### config.mk
export PLATFORM = sky130hd
export DESIGN_NAME = ai_accel_wb_master
export DESIGN_NICKNAME = d
export VERILOG_FILES = /design/src/rtl/ai_accel_pkg.sv /design/src/rtl/ai_accel_wb_master_xfer.sv /design/src/rtl/ai_accel_wb_master.sv
export SDC_FILE = /design/constraint.sdc
export NUM_CORES = 1
export LEC_CHECK = 0
export CAP_MARGIN = 20
export CORE_ASPECT_RATIO = 1.2
export CORE_MARGIN = 4
export CORE_UTILIZATION = 35
export CTS_BUF_LIST = sky130_fd_sc_hd__clkbuf_8
export DETAILED_ROUTE_END_ITERATION = 6
export MAX_ROUTING_LAYER = met4
export PLACE_DENSITY = 0.66
export SYNTH_ARGS = -nofsm -noshare
export SYNTH_HDL_FRONTEND = slang
export SYNTH_SLANG_ARGS = --single-unit
### constraint.sdc
create_clock -name wb_clk_i -period 4.3 [get_ports wb_clk_i]
set_input_delay 0.86 -clock wb_clk_i [delete_from_list [all_inputs] [get_ports wb_clk_i]]
set_output_delay 0.86 -clock wb_clk_i [all_outputs]
set_load 0.05 [all_outputs]
### src/rtl/ai_accel_pkg.sv
`default_nettype none
// ============================================================================
//  Package    : ai_accel_pkg
//  Description: Shared definitions for the AI accelerator and its Wishbone
//               master: operand width, memory map indices, start word and
//               the master sequencing states.
//  Revision   : 1.0 - initial release
// ============================================================================
package ai_accel_pkg;

  // Width of one operand / result word on the streams.
  localparam int TYPE_BW      = 8;
  // Accelerator word map: operands occupy [0, IN_MEM_SIZE), results follow.
  localparam int IN_MEM_SIZE  = 16;
  localparam int OUT_MEM_SIZE = 16;
  // Word index 5 is the "go" register and is never used for operands.
  localparam int GO_INDEX     = 5;
  localparam logic [31:0] GO_WORD = 32'hFFFF_FFFF;

  typedef enum logic [3:0] {
    ST_IDLE   = 4'd0,
    ST_WR_REQ = 4'd1,
    ST_WR_GAP = 4'd2,
    ST_GO_REQ = 4'd3,
    ST_GO_GAP = 4'd4,
    ST_RD_REQ = 4'd5,
    ST_RD_OUT = 4'd6,
    ST_RD_GAP = 4'd7,
    ST_FIN    = 4'd8
  } master_state_t;

  // Map operand number k to its word index, stepping over the go register.
  function automatic logic [8:0] stream_index(input logic [7:0] k);
    return (k < 8'(GO_INDEX)) ? {1'b0, k} : ({1'b0, k} + 9'd1);
  endfunction

  // Byte address of a word index relative to the accelerator base.
  function automatic logic [31:0] word_addr(input logic [31:0] base,
                                            input logic [8:0]  idx);
    return base + {21'd0, idx, 2'b00};
  endfunction

endpackage
`default_nettype wire

### src/rtl/ai_accel_wb_master_xfer.sv
`default_nettype none
// ============================================================================
//  Module     : wb_single_xfer
//  Description: One Wishbone classic transfer: raise cyc/stb with captured
//               address/we/data, hold until ack, then drop. Optional ack
//               timeout when AI_MASTER_TIMEOUT_EN is defined.
//  Revision   : 1.0 - initial release
// ============================================================================
module wb_single_xfer #(
  parameter int TIMEOUT_CYCLES = 1024
) (
  input  logic        clk,
  input  logic        rst,
  input  logic        launch,
  input  logic [31:0] launch_addr,
  input  logic        launch_we,
  input  logic [31:0] launch_data,
  input  logic        ack,
  output logic        cyc,
  output logic        stb,
  output logic        we,
  output logic [31:0] addr,
  output logic [31:0] data,
  output logic        finish,
  output logic        timed_out
);

  logic active;

  assign cyc = active;
  assign stb = active;

`ifdef AI_MASTER_TIMEOUT_EN
  localparam int CNT_W = $clog2(TIMEOUT_CYCLES + 1);
  logic [CNT_W-1:0] wait_cnt;

  // Count cycles spent with the transfer raised; restarts on every launch.
  always_ff @(posedge clk) begin
    if (rst) begin
      wait_cnt <= '0;
    end else if (!active && launch) begin
      wait_cnt <= '0;
    end else if (active) begin
      wait_cnt <= wait_cnt + 1'b1;
    end
  end

  // An ack in the last allowed cycle still wins over the timeout.
  assign timed_out = active && !ack && (wait_cnt == CNT_W'(TIMEOUT_CYCLES - 1));
`else
  localparam int unused_timeout_cycles = TIMEOUT_CYCLES;
  assign timed_out = 1'b0;
`endif

  assign finish = active && (ack || timed_out);

  // Capture the request on launch, hold it stable, release on ack/timeout.
  // Acks arriving while idle are ignored.
  always_ff @(posedge clk) begin
    if (rst) begin
      active <= 1'b0;
      we     <= 1'b0;
      addr   <= '0;
      data   <= '0;
    end else if (active) begin
      if (ack || timed_out) begin
        active <= 1'b0;
      end
    end else if (launch) begin
      active <= 1'b1;
      we     <= launch_we;
      addr   <= launch_addr;
      data   <= launch_data;
    end
  end

endmodule
`default_nettype wire

### src/rtl/ai_accel_wb_master.sv
`default_nettype none
// ============================================================================
//  Module     : ai_accel_wb_master
//  Description: Job sequencer for the AI accelerator. Streams operands into
//               the accelerator over Wishbone, writes the go word, then reads
//               results back onto an output stream.
//               Optional macro: AI_MASTER_TIMEOUT_EN (per-transfer ack
//               timeout with sticky error flag).
//  Revision   : 1.0 - initial release
// ============================================================================
module ai_accel_wb_master
  import ai_accel_pkg::*;
#(
  parameter logic [31:0] ADDR_OFFSET    = 32'h3010_0000,
  parameter int          TIMEOUT_CYCLES = 1024
) (
  input  logic               wb_clk_i,
  input  logic               wb_rst_i,
  input  logic               start,
  input  logic [7:0]         in_count,
  input  logic [7:0]         out_count,
  input  logic [TYPE_BW-1:0] in_data,
  input  logic               in_valid,
  output logic               in_ready,
  output logic [TYPE_BW-1:0] out_data,
  output logic               out_valid,
  input  logic               out_ready,
  output logic               busy,
  output logic               done,
  output logic               error,
  output logic               wb_cyc_o,
  output logic               wb_stb_o,
  output logic               wb_we_o,
  output logic [31:0]        wb_addr_o,
  output logic [31:0]        wb_data_o,
  input  logic [31:0]        wb_data_i,
  input  logic               wb_ack_i
);

  master_state_t      state, state_nxt;
  logic [7:0]         in_cnt, out_cnt;
  logic [7:0]         wr_k, rd_j;
  logic               issued;
  logic [TYPE_BW-1:0] out_data_q;

  logic               launch, launch_we;
  logic [31:0]        launch_addr, launch_data;
  logic               xfer_finish, xfer_timeout;
  logic               job_start;

  // Only the result bits of the read bus are consumed.
  logic unused_rdata_bits;
  assign unused_rdata_bits = ^wb_data_i[31:TYPE_BW];

  assign job_start = (state == ST_IDLE) && start;
  assign out_data  = out_data_q;

  wb_single_xfer #(
    .TIMEOUT_CYCLES(TIMEOUT_CYCLES)
  ) u_xfer (
    .clk        (wb_clk_i),
    .rst        (wb_rst_i),
    .launch     (launch),
    .launch_addr(launch_addr),
    .launch_we  (launch_we),
    .launch_data(launch_data),
    .ack        (wb_ack_i),
    .cyc        (wb_cyc_o),
    .stb        (wb_stb_o),
    .we         (wb_we_o),
    .addr       (wb_addr_o),
    .data       (wb_data_o),
    .finish     (xfer_finish),
    .timed_out  (xfer_timeout)
  );

  // Next state, transfer requests and stream handshakes.
  always_comb begin
    state_nxt   = state;
    launch      = 1'b0;
    launch_we   = 1'b1;
    launch_addr = word_addr(ADDR_OFFSET, stream_index(wr_k));
    launch_data = {{(32-TYPE_BW){1'b0}}, in_data};
    in_ready    = 1'b0;
    out_valid   = 1'b0;
    done        = 1'b0;
    busy        = (state != ST_IDLE) && (state != ST_FIN);
    case (state)
      ST_IDLE: begin
        if (start) begin
          state_nxt = (in_count == 8'd0) ? ST_GO_REQ : ST_WR_REQ;
        end
      end
      ST_WR_REQ: begin
        in_ready = !issued;
        launch   = in_valid && !issued;
        if (xfer_timeout)     state_nxt = ST_FIN;
        else if (xfer_finish) state_nxt = ST_WR_GAP;
      end
      ST_WR_GAP: begin
        state_nxt = (wr_k == in_cnt) ? ST_GO_REQ : ST_WR_REQ;
      end
      ST_GO_REQ: begin
        launch      = !issued;
        launch_addr = word_addr(ADDR_OFFSET, 9'(GO_INDEX));
        launch_data = GO_WORD;
        if (xfer_timeout)     state_nxt = ST_FIN;
        else if (xfer_finish) state_nxt = ST_GO_GAP;
      end
      ST_GO_GAP: begin
        state_nxt = (out_cnt == 8'd0) ? ST_FIN : ST_RD_REQ;
      end
      ST_RD_REQ: begin
        launch      = !issued;
        launch_we   = 1'b0;
        launch_addr = word_addr(ADDR_OFFSET, 9'(IN_MEM_SIZE) + {1'b0, rd_j});
        launch_data = '0;
        if (xfer_timeout)     state_nxt = ST_FIN;
        else if (xfer_finish) state_nxt = ST_RD_OUT;
      end
      ST_RD_OUT: begin
        out_valid = 1'b1;
        if (out_ready) state_nxt = ST_RD_GAP;
      end
      ST_RD_GAP: begin
        state_nxt = (rd_j == out_cnt) ? ST_FIN : ST_RD_REQ;
      end
      ST_FIN: begin
        done      = 1'b1;
        state_nxt = ST_IDLE;
      end
      default: state_nxt = ST_IDLE;
    endcase
  end

  // State register.
  always_ff @(posedge wb_clk_i) begin
    if (wb_rst_i) state <= ST_IDLE;
    else          state <= state_nxt;
  end

  // Job counts, operand/result counters and the one-launch-per-state flag.
  always_ff @(posedge wb_clk_i) begin
    if (wb_rst_i) begin
      in_cnt  <= '0;
      out_cnt <= '0;
      wr_k    <= '0;
      rd_j    <= '0;
      issued  <= 1'b0;
    end else begin
      if (job_start) begin
        in_cnt  <= in_count;
        out_cnt <= out_count;
        wr_k    <= '0;
        rd_j    <= '0;
      end
      if (launch)           issued <= 1'b1;
      else if (xfer_finish) issued <= 1'b0;
      if (state == ST_WR_REQ && xfer_finish && !xfer_timeout) wr_k <= wr_k + 8'd1;
      if (state == ST_RD_OUT && out_ready)                    rd_j <= rd_j + 8'd1;
    end
  end

  // Register the result word when its read is acknowledged.
  always_ff @(posedge wb_clk_i) begin
    if (wb_rst_i) begin
      out_data_q <= '0;
    end else if (state == ST_RD_REQ && xfer_finish && !xfer_timeout) begin
      out_data_q <= wb_data_i[TYPE_BW-1:0];
    end
  end

`ifdef AI_MASTER_TIMEOUT_EN
  logic error_q;

  // Sticky timeout flag, cleared by reset or the next accepted start.
  always_ff @(posedge wb_clk_i) begin
    if (wb_rst_i)          error_q <= 1'b0;
    else if (job_start)    error_q <= 1'b0;
    else if (xfer_timeout) error_q <= 1'b1;
  end

  assign error = error_q;
`else
  assign error = 1'b0;
`endif

endmodule
`default_nettype wire

## Yosys cells after proc, flatten, opt, wreduce, memory -nomap -nowiden

Cells that the tools add are included.

- Bits in registers: 111
- Latch bits: 0
- Memory bits (writable): 0
- Memory bits (read-only): 0
- Bits of input ports: 62
- Output and inout port bits: 80
- Word-level logic and storage cells: 79
- Memories: 0

- Add/sub/neg operators: 6
- Multiply operators: 0
- Div/mod/pow operators: 0
- Order comparisons: 1
- Equality and inequality tests: 16
- Shift-type cells: 0
- Muxes and demuxes: 26
- Bitwise gates (word level): 1
- Reduce and logical (&&, ||, !) cells: 18

Operators with widths:

| cell | count |
|---|---|
| $pmux W32 S2 | 1 |
| $add A30 B11 Y31 const A | 2 |
| $pmux W31 S2 | 1 |
| $pmux W4 S8 | 1 |
| $mux W4 | 7 |
| $mux W8 | 3 |
| $add A8 B1 Y8 const B | 2 |
| $eq A4 B3 Y1 const B | 4 |
| $eq A8 B8 Y1 | 2 |
| $logic_not A8 Y1 | 2 |
| $ne A2 B2 Y1 const B | 5 |
| $add A5 B8 Y9 const A | 1 |
| $add A8 B1 Y9 const B | 1 |
| $mux W1 | 9 |
| $mux W9 | 1 |
| $eq A4 B2 Y1 const B | 2 |
| $lt A8 B3 Y1 const B | 1 |
| $logic_and A1 B1 Y1 | 7 |
| $reduce_bool A2 Y1 | 3 |
| $reduce_and A5 Y1 | 1 |
| $eq A4 B1 Y1 const B | 1 |
| $eq A4 B4 Y1 const B | 1 |
| $logic_not A4 Y1 | 1 |
| $mux W2 | 2 |
| 7 further kinds | 7 |

## Logic depth before layout (Yosys ltp)

- Depth in word-level cells: 5
- Depth in mapped cells: 8
- Mapped depth without buffers: 7

## By module

Synthesis repeated with hierarchy kept, for this count alone.

- Cell total of the unflattened synthesis: 646
- Area total of the unflattened synthesis: 5684.2 um^2

By module, submodules not included:

| module | times used | cells each | area each (um^2) | seq. area each (um^2) |
|---|---|---|---|---|
| wb_single_xfer | 1 | 303 | 3010.4 | 1321.3 |
| ai_accel_wb_master | 1 | 343 | 2673.8 | 900.9 |

## Worst setup path after synthesis

No wires, ideal clock.

- Path kind: register -> output
- Start: reg state[1]
- End: out in_ready
- Arrival: 2190 ps
- Data required time: 3440 ps
- Path slack: 1250 ps
- Cell stages (with the launch flop): 4
- Buffers on the path: 2
- Cells stage by stage: dfxtp_1 -> buf_2 -> buf_2 -> nor4_1

- Word-level cells in the longest chain between the ends: 2

Ends and longest elaborated chain:

| what | line | source |
|---|---|---|
| from (decl) | ai_accel_wb_master.sv:40 | `master_state_t state, state_nxt;` |
| from (signal assigned) | ai_accel_wb_master.sv:139 | `else state <= state_nxt;` |
| $eq A4 B1 Y1 | ai_accel_wb_master.sv:88 | `case (state)` |
| $mux W1 | ai_accel_wb_master.sv:88 |  |
| to (decl) | ai_accel_wb_master.sv:24 | `output logic in_ready,` |

Every way passes these cells.

## Worst setup path after layout

- Start: reg state[0]
- End: out in_ready

Same word-level chain as after synthesis.

==> impl_metrics.ini <==
[clock_network]
htreeDepth = 3
cts_sinks = 66
clkTransAtPathRegs_ps = 70
post_cts_buffers = 0
cts_buffers = 9
post_cts.resized_instances = 0
cts_hold_buf = 0
cts-root-buf = clkbuf_8
clock_latency_ps = 340
cts_tree = yes
clockBufferDepth = 2

[power_and_ir_drop]
power_mw = 1.52
p_per_area_nw_per_um2 = 335
ir_drop_mv = 0.142
power_leakage_nw = 1.68

[timing]
clock.fmax_ghz = 0.315
fin_crit_sh_pct = 73.9
tns_ps = 0
relSlewSlack_pct = 46.9
fin_crit_ps = 3180
finClkSkew_ps = 8.48
final_max_slew_viol_count = 0
setup_viol = 0
tightest_slew_ps = 794
grt_setup_unrepaired = false
hold_viol = 0

[synth]
ys_seq_area_share_pct = 36.1
syn_inst = 460
ys.flop_type = dfxtp_1
ys_ff_latch = 66
synth.cell_area_um2 = 3660
synth_edf_count = 0
yosysWarnings = 0
ys_types = 50
async_reset_ff_share_pct = 0
syn_area_per_cell_um2 = 7.96

[setup_path]
crit_fanout = 18
critPathKind = reg -> out
worst-path-buf-inv = 1
worstPathArrival_ps = 2320
cp_slowest_cell = clkdlybuf4s50_1
cpPeakStageDelay_ps = 880
cp_top_family = buffers and inverters
critPathRequiredTime_ps = 3440
cp-start-kind = flip-flop
endpoint_kind = primary output
cp_cell_sequence = nand2b_4 > nor4_1 > clkdlybuf4s50_1

[layout]
multiInputGateArea_um2 = 1870
final_cell_mix = clkdlybuf4s50_1, dfxtp_1, a21oi_1
final_common_cell = clkdlybuf4s50_1
areaGrowthSynthToFinish_pct = 23.6
final_nets = 571
drive_above_1_share_pct = 5.69
ff_latch_area_um2 = 1320
antennaDiodeCount = 0
fillers = 995

[global_routing]
global_route.usage.total_pct = 15.1
met3_usage_pct = 3.60
grt_max_degree = 42
use_met2_pct = 22.7
use_met1_pct = 19.6
grt-ovfl-total = 0
grt_pass1_vias = 2961
grt_pass1_wl_um = 14400
antenna_found_initial = 0
grt.busiest_layer = met2

[detailed_routing]
via_count = 3276
drt_pass1_iterations = 5
drc = 0
viasPerCell = 5.15
wl_um = 8950
wl_per_cell_um = 14.1
drtIter0Drc = 237
final_antenna_net_count = 0

[floorplanning]
die_h_um = 120
start_util_pct = 36.2
ios = 142
die_w_um = 101
dieArea_um2 = 12200
rows = 40
core_region_area_um2 = 10100

[placed_design]
port-buffer-count = 96
gp_congestion = 0.830
hpwl_um = 6570

[status]
status = finished clean

[worst_hold_path]
hold_class = reg -> reg

[run]
maxCapViolCount = 0
## metrics by stage
stage,utilization [%],setup slack (ps),area [um2],instances,hold slack (ps)
floorplan,-,1250,3730,480,448
global placement,42.9,1340,4340,620,455
detailed placement,42.9,1290,4340,620,462
CTS,44.7,1120,4520,636,472
global route,44.7,1010,4520,636,494
finish,44.7,1120,4520,636,466
## final timing paths
check | depth (start not counted) | start | slack, ps | to
setup / recovery | 3 | state[0] | 1120 | in_ready
setup reg to reg | 4 | state[0] | 1860 | out_data[0]
hold / removal | 2 | in_cnt[6] | 470 | in_cnt[6]
hold reg to reg | 2 | in_cnt[6] | 470 | in_cnt[6]
## worst reg2reg max path, delay by kind of cell, from the launching register on
family	cells	cell delay (ps)
AOI/OAI and AO/OA	1	140
DFF	1	710
and+or+nand+nor	3	1510
## cells in the mapped netlist (2+ instances only)
| cell | count | area, um2 |
|---|---|---|
| xor2_1 | 17 | 149 |
| nand2b_1 | 3 | 18.8 |
| nor2b_1 | 4 | 25.0 |
| xnor2_1 | 12 | 105 |
| a211oi_1 | 14 | 105 |
| dfxtp_1 | 66 | 1320 |
| buf_2 | 17 | 85.1 |
| nor4_1 | 6 | 37.5 |
| o21ai_0 | 19 | 95.1 |
| or3_1 | 5 | 31.3 |
| nand3_1 | 7 | 35.0 |
| nor2_1 | 45 | 169 |
| or4_1 | 3 | 22.5 |
| ha_1 | 4 | 50.1 |
| buf_4 | 48 | 360 |
| nor3_1 | 7 | 35.0 |
| clkbuf_1 | 18 | 67.6 |
| a31oi_1 | 2 | 12.5 |
| a22oi_1 | 2 | 15.0 |
| nand3b_1 | 6 | 45.0 |
| and2_1 | 4 | 25.0 |
| nand2_1 | 48 | 180 |
| inv_1 | 5 | 18.8 |
| a221oi_1 | 4 | 35.0 |
| a21oi_1 | 56 | 280 |
| and4bb_2 | 3 | 37.5 |
| nand4_1 | 8 | 50.1 |
| and3_1 | 5 | 31.3 |
## metal layers
metal | up-vias | part of all wire, %
li1 | 1608 | -
met1 | 1507 | 45
met2 | 149 | 44
met3 | 12 | 9.2
met4 | 0 | 1.5
met5 | - | 0
## state kept, by name, indices dropped and copies added (netlist names)
register,flops
u_xfer.addr,10
u_xfer.data,9
u_xfer.cyc,1
u_xfer.we,1
issued,1
out_data,8
state,4
in_cnt,8
out_cnt,8
rd_j,8
wr_k,8
## final cells by class
type / instances / area share (%)
sequential: 66 / 29.2
tap: 126 / 3.49
inverter: 5 / 0.415
clock buffer: 12 / 3.65
multi-input combinational: 325 / 41.4
clock inverter: 4 / 0.387
timing repair buffer: 98 / 21.5
## kinds of logic (layout without fill, tap and decap cells)
logic type               Yosys count  in the layout  synth area share, %
other                              1             21                0.102
AND/OR/NAND/NOR                  164            164                 23.1
buffers and inverters             89            119                 14.8
XOR/XNOR                          29             29                 6.94
multiplexers                       1              1                0.410
AO/OA/AOI/OAI                    106            106                 17.1
flip-flops                        66             66                 36.1
adder cells (fa/ha/maj)            4              4                 1.37
## power by group
part | internal [mW] | switching (mW)
Sequential | 0.645 | 0.0318
Combinational | 0.125 | 0.238
Clock | 0.250 | 0.225
No activity file was read; power rests on OpenSTA's default activity.
